File: config.mk
export PLATFORM = sky130hd
export DESIGN_NAME = l1_dctlb_req_agent
export DESIGN_NICKNAME = d
export VERILOG_FILES = /design/src/rtl/l1_dctlb_req_agent.sv
export SDC_FILE = /design/constraint.sdc
export NUM_CORES = 1
export LEC_CHECK = 0
export ABC_AREA = 1
export BUFFER_PORTS_ARGS = -buffer_cell sky130_fd_sc_hd__buf_4
export CAP_MARGIN = 20
export CORE_MARGIN = 1.5
export CORE_UTILIZATION = 45
export CTS_BUF_LIST = sky130_fd_sc_hd__clkbuf_16
export DETAILED_ROUTE_END_ITERATION = 10
export PLACE_DENSITY = 0.78
export REMOVE_ABC_BUFFERS = 1
export SYNTH_ARGS = -nofsm -noshare
export SYNTH_HDL_FRONTEND = slang
export SYNTH_SLANG_ARGS = --single-unit
File: constraint.sdc
create_clock -name clk -period 2.6 [get_ports clk]
set_input_delay 0.13 -clock clk [delete_from_list [all_inputs] [get_ports clk]]
set_output_delay 0.13 -clock clk [all_outputs]
set_load 0.05 [all_outputs]
File: src/rtl/l1_dctlb_req_agent.sv
// l1_dctlb_req_agent: L1-side DCTLB translation request initiator.
// Accepts virtual-address lookups from the L1 dcache pipe, tags them through a
// small table, forwards them to the DCTLB and returns physical addresses.
// SPTBR-index recycle commands mark matching in-flight lookups as killed.
// Optional feature: define DCTLB_REQ_TIMEOUT_EN to add a per-entry ack
// watchdog (TIMEOUT cycles) that answers with a fault and parks the entry in
// ZOMBIE until its late ack arrives.
module l1_dctlb_req_agent #(
    parameter int TAG_W   = 2,
    parameter int VA_W    = 39,
    parameter int PPN_W   = 28,
    parameter int TIMEOUT = 255
) (
    input  logic             clk,
    input  logic             reset,
    // lookup channel from the L1 pipe
    input  logic             pipe_req_valid,
    output logic             pipe_req_retry,
    input  logic [VA_W-1:0]  pipe_req_vaddr,
    input  logic [1:0]       pipe_req_sptbr,
    // request channel to the DCTLB
    output logic             req_valid,
    input  logic             req_retry,
    output logic [TAG_W-1:0] req_tag,
    output logic [VA_W-1:0]  req_vaddr,
    output logic [1:0]       req_sptbr,
    // ack channel from the DCTLB
    input  logic             ack_valid,
    output logic             ack_retry,
    input  logic [TAG_W-1:0] ack_tag,
    input  logic [PPN_W-1:0] ack_ppn,
    input  logic             ack_fault,
    // SPTBR index recycle notifications
    input  logic             cmd_valid,
    output logic             cmd_retry,
    input  logic [1:0]       cmd_sptbr,
    // result channel to the L1 pipe
    output logic             resp_valid,
    input  logic             resp_retry,
    output logic [TAG_W-1:0] resp_tag,
    output logic [PPN_W+11:0] resp_paddr,
    output logic             resp_fault,
    output logic             resp_killed,
    // sticky protocol error
    output logic             err_bad_tag
);

    localparam int NTAG = 1 << TAG_W;

    typedef enum logic [1:0] {
        E_FREE   = 2'd0,
        E_QUEUED = 2'd1,
        E_WAIT   = 2'd2
`ifdef DCTLB_REQ_TIMEOUT_EN
        ,
        E_ZOMBIE = 2'd3
`endif
    } entry_state_t;

    entry_state_t     state_q [NTAG];
    entry_state_t     state_d [NTAG];
    logic [11:0]      off_q   [NTAG];
    logic [1:0]       sptbr_q [NTAG];
    logic [NTAG-1:0]  killed_q;

    logic             req_fire;
    logic             ack_fire;
    logic             ack_hit;
    logic             ack_zombie;
    logic             ack_bad;
    logic [NTAG-1:0]  free_vec;
    logic [NTAG-1:0]  kill_vec;
    logic             alloc_found;
    logic [TAG_W-1:0] alloc_idx;
    logic             alloc_fire;
    logic             to_fire;
    logic [TAG_W-1:0] to_idx;

`ifdef DCTLB_REQ_TIMEOUT_EN
    logic [7:0]       cnt_q [NTAG];
    logic             to_found;
`endif

    assign cmd_retry = 1'b0;

    // The resp register has no skid buffer, so acks stall while it is blocked.
    assign ack_retry = resp_valid & resp_retry;
    assign ack_fire  = ack_valid & ~ack_retry;
    assign req_fire  = req_valid & ~req_retry;

    // Classify the incoming ack, find the allocation slot and the kill set.
    // NOTE: every always_comb output gets a default first so no path infers a latch.
    always_comb begin
        ack_hit     = ack_fire && (state_q[ack_tag] == E_WAIT);
`ifdef DCTLB_REQ_TIMEOUT_EN
        ack_zombie  = ack_fire && (state_q[ack_tag] == E_ZOMBIE);
`else
        ack_zombie  = 1'b0;
`endif
        ack_bad     = ack_fire && !ack_hit && !ack_zombie;
        free_vec    = '0;
        kill_vec    = '0;
        alloc_found = 1'b0;
        alloc_idx   = '0;
        for (int i = 0; i < NTAG; i++) begin
            // an entry freed by this cycle's ack is reusable at the same edge
            free_vec[i] = (state_q[i] == E_FREE) ||
                          ((ack_hit || ack_zombie) && (ack_tag == TAG_W'(i)));
            kill_vec[i] = cmd_valid && (sptbr_q[i] == cmd_sptbr) &&
                          ((state_q[i] == E_QUEUED) || (state_q[i] == E_WAIT)) &&
                          !(ack_hit && (ack_tag == TAG_W'(i)));
        end
        for (int i = NTAG - 1; i >= 0; i--) begin
            if (free_vec[i]) begin
                alloc_found = 1'b1;
                alloc_idx   = TAG_W'(i);
            end
        end
        pipe_req_retry = !alloc_found || (req_valid && req_retry);
        alloc_fire     = pipe_req_valid && !pipe_req_retry;
    end

`ifdef DCTLB_REQ_TIMEOUT_EN
    // Pick the lowest expired WAIT entry; an ack resp takes the slot first.
    always_comb begin
        to_found = 1'b0;
        to_idx   = '0;
        for (int i = NTAG - 1; i >= 0; i--) begin
            if ((state_q[i] == E_WAIT) && (cnt_q[i] == 8'(TIMEOUT))) begin
                to_found = 1'b1;
                to_idx   = TAG_W'(i);
            end
        end
        to_fire = to_found && !ack_retry && !ack_hit;
    end

    // Watchdog counters run only while an entry waits for its ack.
    always_ff @(posedge clk) begin
        for (int i = 0; i < NTAG; i++) begin
            if (!reset || (state_q[i] != E_WAIT)) begin
                cnt_q[i] <= '0;
            end else if (cnt_q[i] != 8'(TIMEOUT)) begin
                cnt_q[i] <= cnt_q[i] + 8'd1;
            end
        end
    end
`else
    assign to_fire = 1'b0;
    assign to_idx  = '0;
`endif

    // Per-entry next state: free is applied before allocation at the same edge.
    always_comb begin
        for (int i = 0; i < NTAG; i++) begin
            state_d[i] = state_q[i];
            if (req_fire && (req_tag == TAG_W'(i))) begin
                state_d[i] = E_WAIT;
            end
            if ((ack_hit || ack_zombie) && (ack_tag == TAG_W'(i))) begin
                state_d[i] = E_FREE;
            end
`ifdef DCTLB_REQ_TIMEOUT_EN
            if (to_fire && (to_idx == TAG_W'(i))) begin
                state_d[i] = E_ZOMBIE;
            end
`endif
            if (alloc_fire && (alloc_idx == TAG_W'(i))) begin
                state_d[i] = E_QUEUED;
            end
        end
    end

    // Entry state register.
    // NOTE: sequential state uses non-blocking assignments so all flops update together.
    always_ff @(posedge clk) begin
        for (int i = 0; i < NTAG; i++) begin
            if (!reset) begin
                state_q[i] <= E_FREE;
            end else begin
                state_q[i] <= state_d[i];
            end
        end
    end

    // Entry payload: captured on allocation, killed bit set by recycle commands.
    // NOTE: payload storage is not reset; it is always written before an entry leaves FREE.
    always_ff @(posedge clk) begin
        for (int i = 0; i < NTAG; i++) begin
            if (alloc_fire && (alloc_idx == TAG_W'(i))) begin
                off_q[i]    <= pipe_req_vaddr[11:0];
                sptbr_q[i]  <= pipe_req_sptbr;
                killed_q[i] <= cmd_valid && (cmd_sptbr == pipe_req_sptbr);
            end else if (kill_vec[i]) begin
                killed_q[i] <= 1'b1;
            end
        end
    end

    // Request output register toward the DCTLB.
    always_ff @(posedge clk) begin
        if (!reset) begin
            req_valid <= 1'b0;
            req_tag   <= '0;
            req_vaddr <= '0;
            req_sptbr <= '0;
        end else if (alloc_fire) begin
            req_valid <= 1'b1;
            req_tag   <= alloc_idx;
            req_vaddr <= pipe_req_vaddr;
            req_sptbr <= pipe_req_sptbr;
        end else if (req_fire) begin
            req_valid <= 1'b0;
        end
    end

    // Response output register toward the pipe; ack results beat timeouts.
    always_ff @(posedge clk) begin
        if (!reset) begin
            resp_valid  <= 1'b0;
            resp_tag    <= '0;
            resp_paddr  <= '0;
            resp_fault  <= 1'b0;
            resp_killed <= 1'b0;
        end else if (ack_hit) begin
            resp_valid  <= 1'b1;
            resp_tag    <= ack_tag;
            resp_paddr  <= {ack_ppn, off_q[ack_tag]};
            resp_fault  <= ack_fault;
            resp_killed <= killed_q[ack_tag];
        end else if (to_fire) begin
            resp_valid  <= 1'b1;
            resp_tag    <= to_idx;
            resp_paddr  <= {{PPN_W{1'b0}}, off_q[to_idx]};
            resp_fault  <= 1'b1;
            resp_killed <= killed_q[to_idx];
        end else if (resp_valid && !resp_retry) begin
            resp_valid  <= 1'b0;
        end
    end

    // Sticky flag for acks naming a tag that is not waiting.
    always_ff @(posedge clk) begin
        if (!reset) begin
            err_bad_tag <= 1'b0;
        end else if (ack_bad) begin
            err_bad_tag <= 1'b1;
        end
    end

endmodule

After elaboration in Yosys (flattened, before gate mapping)
Memories as Yosys holds them, arrays and structs flattened. A register that Yosys moved wholly into a read port is not among the register bits.
Cells that the tools add are included.
Word-level totals
  register bits: 94
  memory bits (writable): 64
  input port bits: 81
  output and inout port bits: 93
  word-level logic and storage cells: 183
  memories kept: 3
Memories
  off_q: words 4, bits a word 12, read ports 1, clocked after memory_dff 1, write ports 1, RTL line 62  | logic [11:0] off_q [NTAG];
  sptbr_q: words 4, bits a word 2, read ports 4, clocked after memory_dff 0, write ports 1, RTL line 63  | logic [1:0] sptbr_q [NTAG];
  state_q: words 4, bits a word 2, read ports 5, clocked after memory_dff 0, write ports 4, RTL line 60  | entry_state_t state_q [NTAG];
Cells by class
  order comparisons: 1
  equality and inequality tests: 23
  muxes and demuxes: 66
  bitwise operators: 9
  reductions and logical operators: 67
Operator list (count)
  2-bit two-way mux: 29
  12-bit two-way mux: 3
  12-bit OR reduction: 3
  1-bit two-way mux: 33
  1-bit logical AND: 30
  2-bit equality test (second input constant): 11
  2-bit by 1-bit equality test with 1-bit output (second input constant): 7
  2-bit logical NOT: 7
  2-bit nonzero test: 6
  2-bit equality test: 5
  1-bit logical NOT: 9
  1-bit logical OR: 9
  2-bit OR reduction: 3
  1-bit bitwise OR: 4
  1-bit AND: 3
  2-bit by 3-bit less-than comparator with 1-bit output (second input constant): 1
  1-bit binary-select mux with 2-bit select: 1
  1-bit inverter: 2

Logic depth before layout (Yosys ltp)
  word-level depth: 21
  mapped depth: 16
  gate-level depth less buffers: 14

Worst setup path before layout
No wires, ideal clock.
  path kind: register -> register
  start point: reg resp_valid
  end point: mem off_q[0][0] (enable)
  setup time: 387 ps
  data arrival time: 2508 ps
  required time: 2213 ps
  setup slack: -296 ps
  stages on the path, launching flop included: 11
  path buffers: 0
  period minus slack after synthesis: 2896 ps
  cell sequence: dfxtp_1 nand2_1 inv_1 nor2_1 nand3_2 nor2_1 nor2_1 nand2_1 nand2_1 nand2_1 nor2_1
Between the ends
  longest elaborated chain between the ends: 21
  elaborated cells on any way between the ends: 49
  those cells by class: eq/ne (3); mux (22); bitwise (3); reduce/logical (21)
Ends and longest elaborated chain
  start: declaration: RTL line 38  | output logic resp_valid,
  start signal: assignment: RTL line 219  | resp_valid <= 1'b0;
  start signal: assignment: RTL line 225  | resp_valid <= 1'b1;
  start signal: assignment: RTL line 231  | resp_valid <= 1'b1;
  1-bit AND (*): RTL line 87  | assign ack_retry = resp_valid & resp_retry;
  named net ack_retry: RTL line 29  | output logic ack_retry,
  1-bit inverter (*): RTL line 88  | assign ack_fire = ack_valid & ~ack_retry;
  1-bit AND (*): RTL line 88
  1-bit logical AND (*): RTL line 94  | ack_hit = ack_fire && (state_q[ack_tag] == E_WAIT);
  1-bit logical AND: RTL line 108  | ((ack_hit || ack_zombie) && (ack_tag == TAG_W'(i)));
  1-bit logical OR: RTL line 107  | free_vec[i] = (state_q[i] == E_FREE) ||
  1-bit two-way mux (4 in series): RTL line 114  | if (free_vec[i]) begin
  1-bit logical NOT: RTL line 119  | pipe_req_retry = !alloc_found || (req_valid && req_retry);
  1-bit logical OR: RTL line 119
  1-bit logical NOT: RTL line 120  | alloc_fire = pipe_req_valid && !pipe_req_retry;
  1-bit logical AND: RTL line 120
  1-bit logical AND: RTL line 189  | if (alloc_fire && (alloc_idx == TAG_W'(i))) begin
  1-bit two-way mux: RTL line 189
  1-bit two-way mux (not written as such): RTL line 190  | off_q[i] <= pipe_req_vaddr[11:0];
  12-bit OR reduction (no line)
  2-bit two-way mux (no line) / 1-bit two-way mux (equally long branches) (3 in series)
  end: declaration: RTL line 62
Mark *: on every way through the listed nets, which the timed path passes. The rest lies on a longest branch.

Final worst setup path
  start point: in resp_retry
  end point: reg killed_q[2] (data pin)
Between the ends
  longest elaborated chain between the ends: 16
  elaborated cells on any way between the ends: 27
  those cells by class: eq/ne (1); mux (9); bitwise (3); reduce/logical (14)
Ends and longest elaborated chain
  start: declaration: RTL line 39  | input logic resp_retry,
  1-bit AND (*): RTL line 87
  1-bit inverter (*): RTL line 88
  1-bit AND (*): RTL line 88
  1-bit logical AND (*): RTL line 94
  1-bit logical AND: RTL line 108
  1-bit logical OR: RTL line 107
  1-bit two-way mux (4 in series): RTL line 114
  1-bit logical NOT: RTL line 119
  1-bit logical OR: RTL line 119
  1-bit logical NOT: RTL line 120
  1-bit logical AND: RTL line 120
  1-bit logical AND (*): RTL line 189
  1-bit two-way mux (*): RTL line 189
  end signal: indexed assignment: RTL line 192  | killed_q[i] <= cmd_valid && (cmd_sptbr == pipe_req_sptbr);
  end: declaration: RTL line 64  | logic [NTAG-1:0] killed_q;
Every way passes the cells marked *; elsewhere a longest branch is shown, timed or not.
A chain may end at the register's enable or synchronous reset.

==> metrics.md <==
| Metric | Value |
|---|---|
| Initial core utilization | 46.6% |
| WS Path Type | in2reg |
| Die ar. | 14600 um2 |
| P_leak | 4.03 nW |
| Fill cell count | 1030 |
| Status | finished, final reports clean |
| Final Hold Vio Count | 0 |
| Post-synth top area share | 31.4% |
| Clock Skews | 6.22 ps |
| Hold path depth | 3 |
| CTS resizes | 0 |
| Share of cells above drive strength 1 | 23.4% |
| IO buf count | 172 |
| Placed cells | 1053 |
| Fin crit share | 90.6% |
| Post-route ant nets | 0 |
| Largest net degree at the start of global routing | 64 |
| Initial antenna violation count | 0 |
| Number of DRC markers in iteration 0 | 281 |
| RSZ-0062 raised after global routing | false |
| Vias/cell | 4.79 |
| GR Util All Layers | 22.6% |
| Cells after Synth | 722 |
| Number of global-route vias before repair | 5280 |
| Post-CTS Hold Buffers | 70 |
| First-pass GRT wire length | 25.6 mm |
| Finish-stage setup viols | 0 |
| Critical Path RT | 2760 ps |
| Asr flop ratio synth | 0% |
| R2R Setup Slk | 330 ps |
| Final WL | 16.2 mm |
| Register bit total from synthesis | 158 |
| Setup crit start kind | input port |
| Core Rows | 42 |
| Root buffer cell | clkbuf_16 |
| Post-synthesis sequential area ratio | 60.3% |
| # H-tree levels | 4 |
| GR Overflow Total | 0 |
| Worst-path clk slew | 60 ps |
| Worst hold path startpoint | ack_ppn[6] |
| Hold path endpoint | resp_paddr[18] |
| Clock sinks | 158 |
| Ys flop type | dfxtp_1 |
| HPWL after detailed placement | 10.2 mm |
| Vias | 5529 |
| Max_slew headroom | 54.5% |
| Synth top cells by count | nand2_1 (226), nor2_1 (105), dfxtp_1 (98) |
| CTS tree | built |
| Area Overhead vs Synth | 45.4% |
| Reg-to-reg critical path startpoint | resp_valid |
| Pwr dens | 678 nW/um2 |
| Diode count | 0 |
| Most frequent cell after synthesis | nand2_1 |
| Finished Layout Cells | 1155 |
| Post-Syn Area | 6240 um2 |
| Post-synth EDFFs | 60 |
| Design Power | 6.15 mW |
| Core ar. | 13400 um2 |
| WL/cell | 14.0 um |
| Slew Viols, Final | 0 |
| Die width | 121 um |
| Clock latency on the worst-skew pair | 420 ps |
| Maximum fanout along the worst path | 13 |
| Final Critical Period | 2360 ps |
| Num CTS Buffers | 17 |
| R2R depth | 11 |
| Min Hold Slack | 20.4 ps |
| Worst Tran Pin Value | 679 ps |
| Achievable Freq | 425 MHz |
| Drt drc | 0 |
| Die Y | 121 um |
| GP Congestion | 0.916 |
| Post-CTS Setup Bufs | 0 |
| Worst flop-to-flop path endpoint | killed_q[2] |
| Nets | 1051 |
| Crit. End Element | flip-flop |
| Clock Path Buffers | 2 |
| Worst VDD drop | 0.000392 V |
| Netlist cell types | 26 |
| Hold WC Path Type | in2reg |
| Worst setup startpoint | resp_retry |
| Synth area leader | dfxtp_1 |
| DRT Pass-1 Iters | 5 |
| IO Count | 174 |
| Synth area leaders | dfxtp_1 (31%), edfxtp_1 (29%), nand2_1 (14%), nor2_1 (6.3%), inv_1 (4.0%) |
| CP arrival | 2520 ps |
| Syn_area_per_cell | 8.65 um2 |
| Synthesis Warnings | 0 |
| Max-Cap Viols | 0 |
## cells in the final DEF (no fill, tap or decap), types with 2 or more instances in the layout
| master | n |
|---|---|
| edfxtp_1 | 60 |
| ha_1 | 4 |
| nor2_1 | 104 |
| buf_4 | 186 |
| inv_6 | 2 |
| inv_1 | 68 |
| nor2_2 | 5 |
| clkinv_2 | 2 |
| a41oi_1 | 13 |
| nand2_1 | 226 |
| o221ai_1 | 4 |
| dfxtp_1 | 98 |
| clkinvlp_4 | 2 |
| inv_2 | 2 |
| dlygate4sd3_1 | 70 |
| a22oi_1 | 13 |
| bufinv_16 | 3 |
| nand3_1 | 13 |
| clkinv_1 | 4 |
| clkbuf_16 | 17 |
| clkinv_4 | 3 |
| o21ai_0 | 15 |
| nand4_1 | 7 |
| a21oi_1 | 44 |
| buf_12 | 4 |
| xnor2_1 | 2 |
| o21ai_1 | 3 |
## flip-flops by register name (all words and copies together) (netlist names)
register     cells
err_bad_tag      1
req_tag          2
resp_fault       1
req_valid        1
resp_tag         2
resp_valid       1
killed_q         4
resp_paddr      40
resp_killed      1
req_vaddr       39
sptbr_q          8
off_q           48
state_q          8
req_sptbr        2
## through the flow
stage                     setup WS (ps)  util [%]  setup TNS [ps]  cell area [um2]
after CTS                           273      67.7               0             9070
final                               245      67.7               0             9070
after global routing               33.1      67.7               0             9070
after global placement              427      58.0               0             7780
after floorplan                   -1360         -         -117700             6070
after detailed placement            348      58.0               0             7780
## cell type report
type                    instances  area [um2]  share of cell area, %
well taps                     176         220                   2.43
clock inverters                15         170                   1.88
repair buffers                260        2180                   24.0
inverters                      71         267                   2.94
clock buffers                  17         425                   4.69
flip-flops and latches        158        3760                   41.5
multi-input cells             458        2050                   22.6
## worst max-delay path, cell delays in order
cell and delay (ps):
dlygate4sd3_1 540, buf_4 130, nand2_1 70, inv_1 50
nor2_1 320, nand4_1 190, nand2_1 120, nor2_1 60
nand2_1 120, nand3_4 170, nor2_2 360, buf_12 200
nand2_1 50
## cell families (layout without fill, tap and decap cells)
family,count (synthesis),after routing,share of synthesized area [%]
other,1,1,0.0601
adder cells (fa/ha/maj),4,4,0.802
AND/OR/NAND/NOR,358,358,22.5
buffers and inverters,106,363,7.01
flip-flops,158,158,60.3
XOR/XNOR,2,2,0.281
AO/OA/AOI/OAI,93,93,9.02
## layer usage
layer  up-vias  track usage, %  share of wire [%]
met2       217            39.0                 48
met3        21            7.17                9.1
met1      2477            26.1                 41
met5         -               0                  0
li1       2814               -                  -
met4         0            9.19                1.7
## where the power goes
part           internal, mW  switching [mW]  leakage [nW]
sequential             2.70          0.0526          1.35
clock                  1.50           0.987         0.290
combinational         0.346           0.568          2.39
## worst max path at each step
stage          slack [ps]  cells after the start     endpoint
2_1_floorplan       -1360                      9  off_q[0][0]
3_3_place_gp          430                     11  killed_q[2]
3_5_place_dp          350                     11  killed_q[2]
4_1_cts               270                     13  killed_q[2]
5_1_grt                30                     13  killed_q[2]
6_report              240                     13  killed_q[2]
Power figures use the tool's default switching activity.
